`config.mk`:
```
export PLATFORM = sky130hd
export DESIGN_NAME = fetch_predictor
export DESIGN_NICKNAME = d
export VERILOG_FILES = /design/src/rtl/rv_bp_pkg.sv /design/src/rtl/bp_btb.sv /design/src/rtl/fetch_predictor.sv
export SDC_FILE = /design/constraint.sdc
export NUM_CORES = 2
export LEC_CHECK = 0
export CAP_MARGIN = 20
export CORE_ASPECT_RATIO = 0.8
export CORE_UTILIZATION = 40
export CTS_CLUSTER_SIZE = 8
export DETAILED_ROUTE_END_ITERATION = 16
export HOLD_SLACK_MARGIN = 0.08
export SKIP_LAST_GASP = 1
export SYNTH_ARGS = -nofsm -noshare
export SYNTH_HDL_FRONTEND = slang
export SYNTH_SLANG_ARGS = --single-unit
```
`constraint.sdc`:
```
create_clock -name clk -period 13 [get_ports clk]
set_clock_uncertainty 0.05 [all_clocks]
set_input_delay 3.25 -clock clk [delete_from_list [all_inputs] [get_ports clk]]
set_output_delay 3.25 -clock clk [all_outputs]
set_load 0.02 [all_outputs]
```
`src/rtl/rv_bp_pkg.sv`:
```
// Shared types for the fetch-stage branch predictor: direction-counter
// encodings, default table geometry and the BTB entry layout.
package rv_bp_pkg;

    localparam int unsigned BTB_ENTRIES = 16;
    localparam int unsigned BTB_IDX_W   = 4;
    // Sized for the smallest legal index so any IDX_W fits; unused upper bits stay zero.
    localparam int unsigned TAG_W       = 30;

    typedef enum logic [1:0] {
        SNT = 2'd0,
        WNT = 2'd1,
        WT  = 2'd2,
        ST  = 2'd3
    } ctr_e;

    typedef struct packed {
        logic             valid;
        logic [TAG_W-1:0] tag;
        logic [31:0]      target;
        ctr_e             ctr;
    } btb_entry_t;

    function automatic ctr_e ctr_next(ctr_e c, logic taken);
        ctr_e n;
        n = c;
        case (c)
            SNT:     n = taken ? WNT : SNT;
            WNT:     n = taken ? WT  : SNT;
            WT:      n = taken ? ST  : WNT;
            ST:      n = taken ? ST  : WT;
            default: n = c;
        endcase
        return n;
    endfunction

endpackage

```
`src/rtl/bp_btb.sv`:
```
// Direct-mapped branch target buffer: combinational lookup port plus
// update/allocation on resolved branches and jumps.
module bp_btb
    import rv_bp_pkg::*;
#(
    parameter int unsigned ENTRIES = BTB_ENTRIES,
    parameter int unsigned IDX_W   = BTB_IDX_W
) (
    input  logic        clk,
    input  logic        rst_n,
    input  logic [29:0] rd_word,
    output logic        rd_taken,
    output logic [31:0] rd_target,
    input  logic        upd_en,
    input  logic [29:0] upd_word,
    input  logic        upd_taken,
    input  logic [31:0] upd_target
);

    btb_entry_t       entries_q [ENTRIES];
    btb_entry_t       entries_d [ENTRIES];
    logic [IDX_W-1:0] rd_idx;
    logic [IDX_W-1:0] upd_idx;
    logic [TAG_W-1:0] rd_tag;
    logic [TAG_W-1:0] upd_tag;
    btb_entry_t       rd_e;
    btb_entry_t       upd_e;
    logic             rd_hit;
    logic             upd_hit;

    // Lookup reads the registered array, so a same-cycle update is not seen.
    always_comb begin
        rd_idx    = rd_word[IDX_W-1:0];
        rd_tag    = rd_word >> IDX_W;
        rd_e      = entries_q[rd_idx];
        rd_hit    = rd_e.valid && (rd_e.tag == rd_tag);
        rd_taken  = rd_hit && rd_e.ctr[1];
        rd_target = rd_e.target;
    end

    always_comb begin
        entries_d = entries_q;
        upd_idx   = upd_word[IDX_W-1:0];
        upd_tag   = upd_word >> IDX_W;
        upd_e     = entries_q[upd_idx];
        upd_hit   = upd_e.valid && (upd_e.tag == upd_tag);
        if (upd_en) begin
            if (upd_hit) begin
                entries_d[upd_idx].ctr = ctr_next(upd_e.ctr, upd_taken);
                if (upd_taken) begin
                    entries_d[upd_idx].target = upd_target;
                end
            end else if (upd_taken) begin
                entries_d[upd_idx] = '{valid: 1'b1, tag: upd_tag, target: upd_target, ctr: WT};
            end
        end
    end

    always_ff @(posedge clk or negedge rst_n) begin
        if (!rst_n) begin
            for (int unsigned i = 0; i < ENTRIES; i++) begin
                entries_q[i] <= '0;
            end
        end else begin
            entries_q <= entries_d;
        end
    end

endmodule

```
`src/rtl/fetch_predictor.sv`:
```
// Fetch PC generator: BTB-driven next-PC prediction, execute-stage
// misprediction detection with redirect, and saturating perf counters.
module fetch_predictor
    import rv_bp_pkg::*;
#(
    parameter int unsigned ENTRIES  = BTB_ENTRIES,
    parameter int unsigned IDX_W    = BTB_IDX_W,
    parameter logic [31:0] RESET_PC = 32'h0000_0000,
    parameter int unsigned CNT_W    = 32
) (
    input  logic             clk,
    input  logic             rst_n,
    input  logic             F_en,
    output logic [31:0]      F_pc,
    output logic             F_pred_taken,
    output logic [31:0]      F_pred_pc,
    input  logic             E_valid,
    input  logic             E_is_bj,
    input  logic [31:0]      E_pc,
    input  logic             E_taken,
    input  logic [31:0]      E_target,
    input  logic             E_pred_taken,
    input  logic [31:0]      E_pred_pc,
    output logic             branch_jump,
    output logic             mispre,
    output logic [31:0]      redirect_pc,
    output logic [CNT_W-1:0] bj_count,
    output logic [CNT_W-1:0] mispre_count
);

    logic [31:0]      pc_q;
    logic [31:0]      pc_d;
    logic [CNT_W-1:0] bj_count_q;
    logic [CNT_W-1:0] bj_count_d;
    logic [CNT_W-1:0] mispre_count_q;
    logic [CNT_W-1:0] mispre_count_d;
    logic             btb_taken;
    logic [31:0]      btb_target;

    bp_btb #(
        .ENTRIES (ENTRIES),
        .IDX_W   (IDX_W)
    ) u_btb (
        .clk        (clk),
        .rst_n      (rst_n),
        .rd_word    (pc_q[31:2]),
        .rd_taken   (btb_taken),
        .rd_target  (btb_target),
        .upd_en     (branch_jump),
        .upd_word   (E_pc[31:2]),
        .upd_taken  (E_taken),
        .upd_target (E_target)
    );

    always_comb begin
        F_pc         = pc_q;
        F_pred_taken = btb_taken;
        F_pred_pc    = btb_taken ? btb_target : pc_q + 32'd4;

        branch_jump = E_valid & E_is_bj;
        mispre      = branch_jump &
                      ((E_taken != E_pred_taken) | (E_taken & (E_target != E_pred_pc)));
        redirect_pc = E_taken ? E_target : E_pc + 32'd4;

        // A redirect wins even while the hazard unit is stalling fetch.
        if (mispre) begin
            pc_d = redirect_pc;
        end else if (F_en) begin
            pc_d = F_pred_pc;
        end else begin
            pc_d = pc_q;
        end

        bj_count_d     = bj_count_q;
        mispre_count_d = mispre_count_q;
        if (branch_jump && (bj_count_q != '1)) begin
            bj_count_d = bj_count_q + 1'b1;
        end
        if (mispre && (mispre_count_q != '1)) begin
            mispre_count_d = mispre_count_q + 1'b1;
        end

        bj_count     = bj_count_q;
        mispre_count = mispre_count_q;
    end

    always_ff @(posedge clk or negedge rst_n) begin
        if (!rst_n) begin
            pc_q           <= RESET_PC;
            bj_count_q     <= '0;
            mispre_count_q <= '0;
        end else begin
            pc_q           <= pc_d;
            bj_count_q     <= bj_count_d;
            mispre_count_q <= mispre_count_d;
        end
    end

endmodule

```
# [Word level (Yosys, flattened, before mapping)]
# Index checks and enable logic that the tools add are counted.
# W data, S select, Z words.
[word_totals] input_bits=103 word_cells=128 register_bits=1136 out_inout_bits=163
[classes] reduce_logical=10 n_addsub=4 bitwise_logic=6 n_mux=29 eq_ne=9 n_lt_le_gt_ge=3
[op_table] op="$bwmux W1040" count=3
[op_table] op="$mux W1040" count=3
[op_table] op="$demux W65 S4" count=3
[op_table] op="$bmux W65 S4" count=2
[op_table] op="$mux W65" count=5
[op_table] op="$mux W32" count=4
[op_table] op="$add A32 B1 Y32 const B" count=2
[op_table] op="$add A32 B3 Y32 const B" count=2
[op_table] op="$ne A32 B32 Y1 const B" count=2
[op_table] op="$eq A30 B26 Y1" count=2
[op_table] op="$mux W34" count=1
[op_table] op="$ne A32 B32 Y1" count=1
[op_table] op="$ge A5 B5 Y1 const B" count=2
[op_table] op="$mux W2" count=5
[op_table] op="$not A4 Y5" count=2
[op_table] op="$pmux W2 S4" count=1
[op_table] op="$logic_and A1 B1 Y1" count=6
[op_table] op="$lt A5 B1 Y1 const B" count=1
[op_table] op="$eq A2 B2 Y1 const B" count=2
[op_table] op="$reduce_bool A2 Y1" count=2
[op_table] op="$and A1 B1 Y1" count=3
[op_table] op="$eq A2 B1 Y1 const B" count=1
[op_table] op="$logic_not A2 Y1" count=1
[op_table] op="$mux W1" count=2
[op_table] op="3 further kinds" count=3

# [Longest topological paths before layout]
[logic_depth] depth_word=12 depth_mapped=15 ltp_nobuf=10

# [Cells and area by module]
# A second synthesis with hierarchy kept.
[hier_totals] cells_unflattened=4557 area_unflattened_um2=56490.4
[modules_own_cells] module="bp_btb" area_each_um2=49254.7 seq_area_each_um2=24423.4 instances=1 cells_each=3739
[modules_own_cells] module="fetch_predictor" area_each_um2=7235.7 seq_area_each_um2=2402.3 instances=1 cells_each=818

# [Worst setup path after synthesis]
# Ideal clock, no wire load.
[synth_timing] path_type="input -> output" from="input E_pc[3]" to="output redirect_pc[31]" path_buffers=4 arrival_ns=5.995 stages=11 slack_ns=3.705 path_cell_list="buf_2 buf_1 buf_2 buf_1 nand4_1 nor2_1 nand3_1 nor2_1 nand3_1 xor2_1 o21ai_0"
[synth_between] elab_chain_len=2
[synth_rtl] item="start: declaration" line="fetch_predictor.sv:19" source="input logic [31:0] E_pc,"
[synth_rtl] item="$add A32 B3 Y32" line="fetch_predictor.sv:63" source="redirect_pc = E_taken ? E_target : E_pc + 32'd4;"
[synth_rtl] item="$mux W32" line="fetch_predictor.sv:63"
[synth_rtl] item="end: declaration" line="fetch_predictor.sv:26" source="output logic [31:0] redirect_pc,"
# No other way between the ends.

# [Worst setup path after layout]
[layout_timing] from="input E_pc[3]" to="output redirect_pc[16]"
# Same word-level chain as after synthesis.

==> results.md <==
* Post-CTS setup buffer count at 0
* Layout Nets at 4149
* Core ar. at around 0.14 mm²
* Tightest Hold Check Type: flip-flop to flip-flop
* Comb pwr share at a little under a quarter
* Commonest cells after routing, fill and taps aside: dfrtp_1, mux2_2, mux4_2, clkdlybuf4s50_1, mux2_1
* Routed Antenna Nets at 0
* Internal at slightly above 7 mW
* Total Wirelength at roughly 180 mm
* Port-buffer cells at 265
* Sw Ratio at 30.2%
* Layout cell share with drive strength beyond 1 at between 30 and 40%
* HPWL after DPL at 109 mm
* Synth Area in Simple Gates at under 10%
* Crit path cell chain: buf_6 > ha_1 > nand3_1 > nor2_1 > nand3_1 > nor3_1 > xnor2_1 > o21ai_0 > clkdlybuf4s50_1
* Tcrit/Tclk final at between 80% and 90%
* Main synth FF type: dfrtp_1
* Peak VDD IR at between 0.0001 and 0.00015 V
* Area grow syn2layout at 15.2%
* Fin crit period at between 10 and 15 ns
* Final Non-Filler Cells at 5907
* Total GRT Usage at 25.8%
* PD cells at approximately 160 mW/mm²
* Clock buffer depth at 3
* Post-synthesis sequential area ratio at between 40% and 50%
* DR WL/cell at around 30 µm
* Clk pwr share at a little over a third
* Final Total Pwr at around 10 mW
* Leakage power at between 20 and 30 nW
* Post-synthesis mux area share at between 30 and 40%
* Clock-pin slew on the worst setup and hold paths at ~0.05 ns
* FILL cells at approximately 12000
* Max Clock Freq at about 95 MHz
* Initial antenna violation count at 13
* Placed cell count at roughly 5700
* Die area at around 0.14 mm²
* Post-synthesis cell area at roughly 0.055 mm²
* Sw power at a little over 3 mW
* Cells after synthesis at roughly 3900
* Detailed-route vias per instance at about 6
* Design area at 0.0637 mm²
* H-tree depth at 4
* First drt pass iteration count at 5
* IO Count at 266
* RSZ-0062 raised after global routing: false
* Grt ovf at 0
* Number of distinct library cells after synthesis at about 80
* Seq pwr share at between 40% and 50%
* DRC Markers at 0
* Synth Area in Compound Gates at roughly 2.8%
* Largest net degree at the start of global routing at 181
* Synth async-reset ratio at between 90% and 100%
* Most common cell on crit path: nand3_1
* CTS sink count at roughly 1100
* Syn_nets at 3983
* Initial Util at about two fifths
* Synth Warn # at 0
* CP max stage cell: ha_1
* Cts bufs inserted at around 150
* Main area contributors after synthesis: dfrtp_1, mux2_2, mux4_2, mux2_1, mux2i_1
* Post-Synth XOR/XNOR Area at a little over 3%
* Mean Syn Cell Area at 14.3 µm²
* Die width at 418 µm
* Final hold vios at 0
* EDFF count, synth at 0
* Leading cell type in the layout, fill and taps excluded: dfrtp_1
* Final setup viols at 0
* CTS resizes at 0
* Worst-Skew Late Latency at about 0.79 ns
* Top cell type's share of synthesized area at ~48%
* Iteration-0 DRC Markers at a little over 3000
* Max cap viols at 0
* Via Count at 35600
* Yosys reg bits at roughly 1100
* Crit Path Class: input port to output pin
* Post-DP Area at a little under 0.06 mm²
* Placer congestion estimate at around 0.92
* Die height at roughly 330 µm
* Vias in the first global route at 36400
* Synth Area in Adders at less than 1%
* Worst EP required at just under 10 ns
* First-pass GRT wire length at between 200 and 300 mm
* Worst Setup End Kind: output pin
* Max_slew headroom at between 15 and 20%
* Crit path launch type: input port
* Largest family of logic cells by synthesized area: multiplexers
* Worst slew pin tran at 1.25 ns
* Worst path arrival time at about 7.3 ns
* CTS Hold Bufs at 0
* Outcome: complete, no violations
* Root Driver: clkbuf_16
* Row count at about 120
* Synth area leader: dfrtp_1
* CTS tree: built
* Fin. max-slew vios at 0
* Crit-path max FO at slightly above 50
* Setup Total Neg Slack at 0 ns
* Crit-path max cell delay at about 0.79 ns
## layer usage
layer	track usage [%]	wire length [µm]	share of wire (%)	vias up
met5	0	13	0.0073	-
met4	12.3	8870	5.0	2
met3	4.73	10400	5.8	386
met2	41.0	84200	47	1249
met1	34.2	75000	42	19200
li1	-	-	-	14700
## worst max-delay path, delay by kind of cell
kind | cells | cell delay [ns]
buf+inv | 2 | 1.18
simple gates | 4 | 1.10
fa+ha+maj | 1 | 0.79
compound gates | 1 | 0.61
xor+xnor | 1 | 0.21
## cells in the mapped netlist (15+ instances only)
cell / number
xnor2_1: 113
clkbuf_1: 224
a22oi_1: 16
nand3_1: 74
nand2_1: 140
and3_1: 32
buf_8: 15
nand2b_1: 24
mux4_2: 374
buf_1: 48
mux2_1: 180
buf_4: 21
and2_1: 18
inv_1: 34
xor2_1: 79
mux2_2: 787
a21oi_1: 34
o21ai_0: 58
nand4_1: 40
dfrtp_1: 1072
nor4_1: 22
mux2i_1: 130
nor2_1: 72
buf_2: 50
nor3_1: 29
## cells by family after synthesis
logic type      Yosys count
compound gates          219
mux                    1471
xor+xnor                192
fa+ha+maj                10
buf+inv                 402
simple gates            506
flops                  1072
## registers in the layout (all words and copies together) (netlist names)
signal / flops
u_btb.entries_q: 976
F_pc: 32
bj_count: 32
mispre_count: 32
## metrics by stage
stage	hold WS, ns	worst slack, ns	util (%)
floorplan	0.401	3.71	-
global placement	0.420	2.54	43.6
detailed placement	0.424	2.53	43.6
CTS	0.431	2.54	46.6
global route	0.453	2.36	46.6
finish	0.425	2.45	46.6
## power groups by stage
stage | Clock [mW] | Combinational, mW | Sequential, mW
floorplan | 0 | 1.55 | 4.06
global placement | 0 | 2.34 | 4.17
detailed placement | 0 | 2.37 | 4.18
CTS | 3.68 | 2.37 | 4.13
global route | 3.82 | 2.50 | 4.20
finish | 3.60 | 2.38 | 4.15
## cell type report
cell class	instances	area, µm²	share of cell area [%]
Antenna cell	5	12.5	0.0196
Clock buffer	160	3900	6.11
Clock inverter	13	231	0.363
Inverter	36	135	0.212
Multi-Input combinational cell	2398	26700	41.9
Sequential cell	1072	26800	42.1
Tap cell	1845	2310	3.62
Timing Repair Buffer	378	3600	5.65
## final timing paths
kind,from,to,slack (ns),cells past startpoint
setup / recovery,E_pc[3],redirect_pc[16],2.45,9
hold / removal,mispre_count[6],mispre_count[6],0.43,1
setup reg to reg,F_pc[2],F_pc[23],7.43,12
hold reg to reg,mispre_count[6],mispre_count[6],0.43,1
max in group asynchronous,rst_n,u_btb.entries_q[660],8.19,3
min in group asynchronous,rst_n,u_btb.entries_q[249],2.45,1
Power figures use the tool's default switching activity.
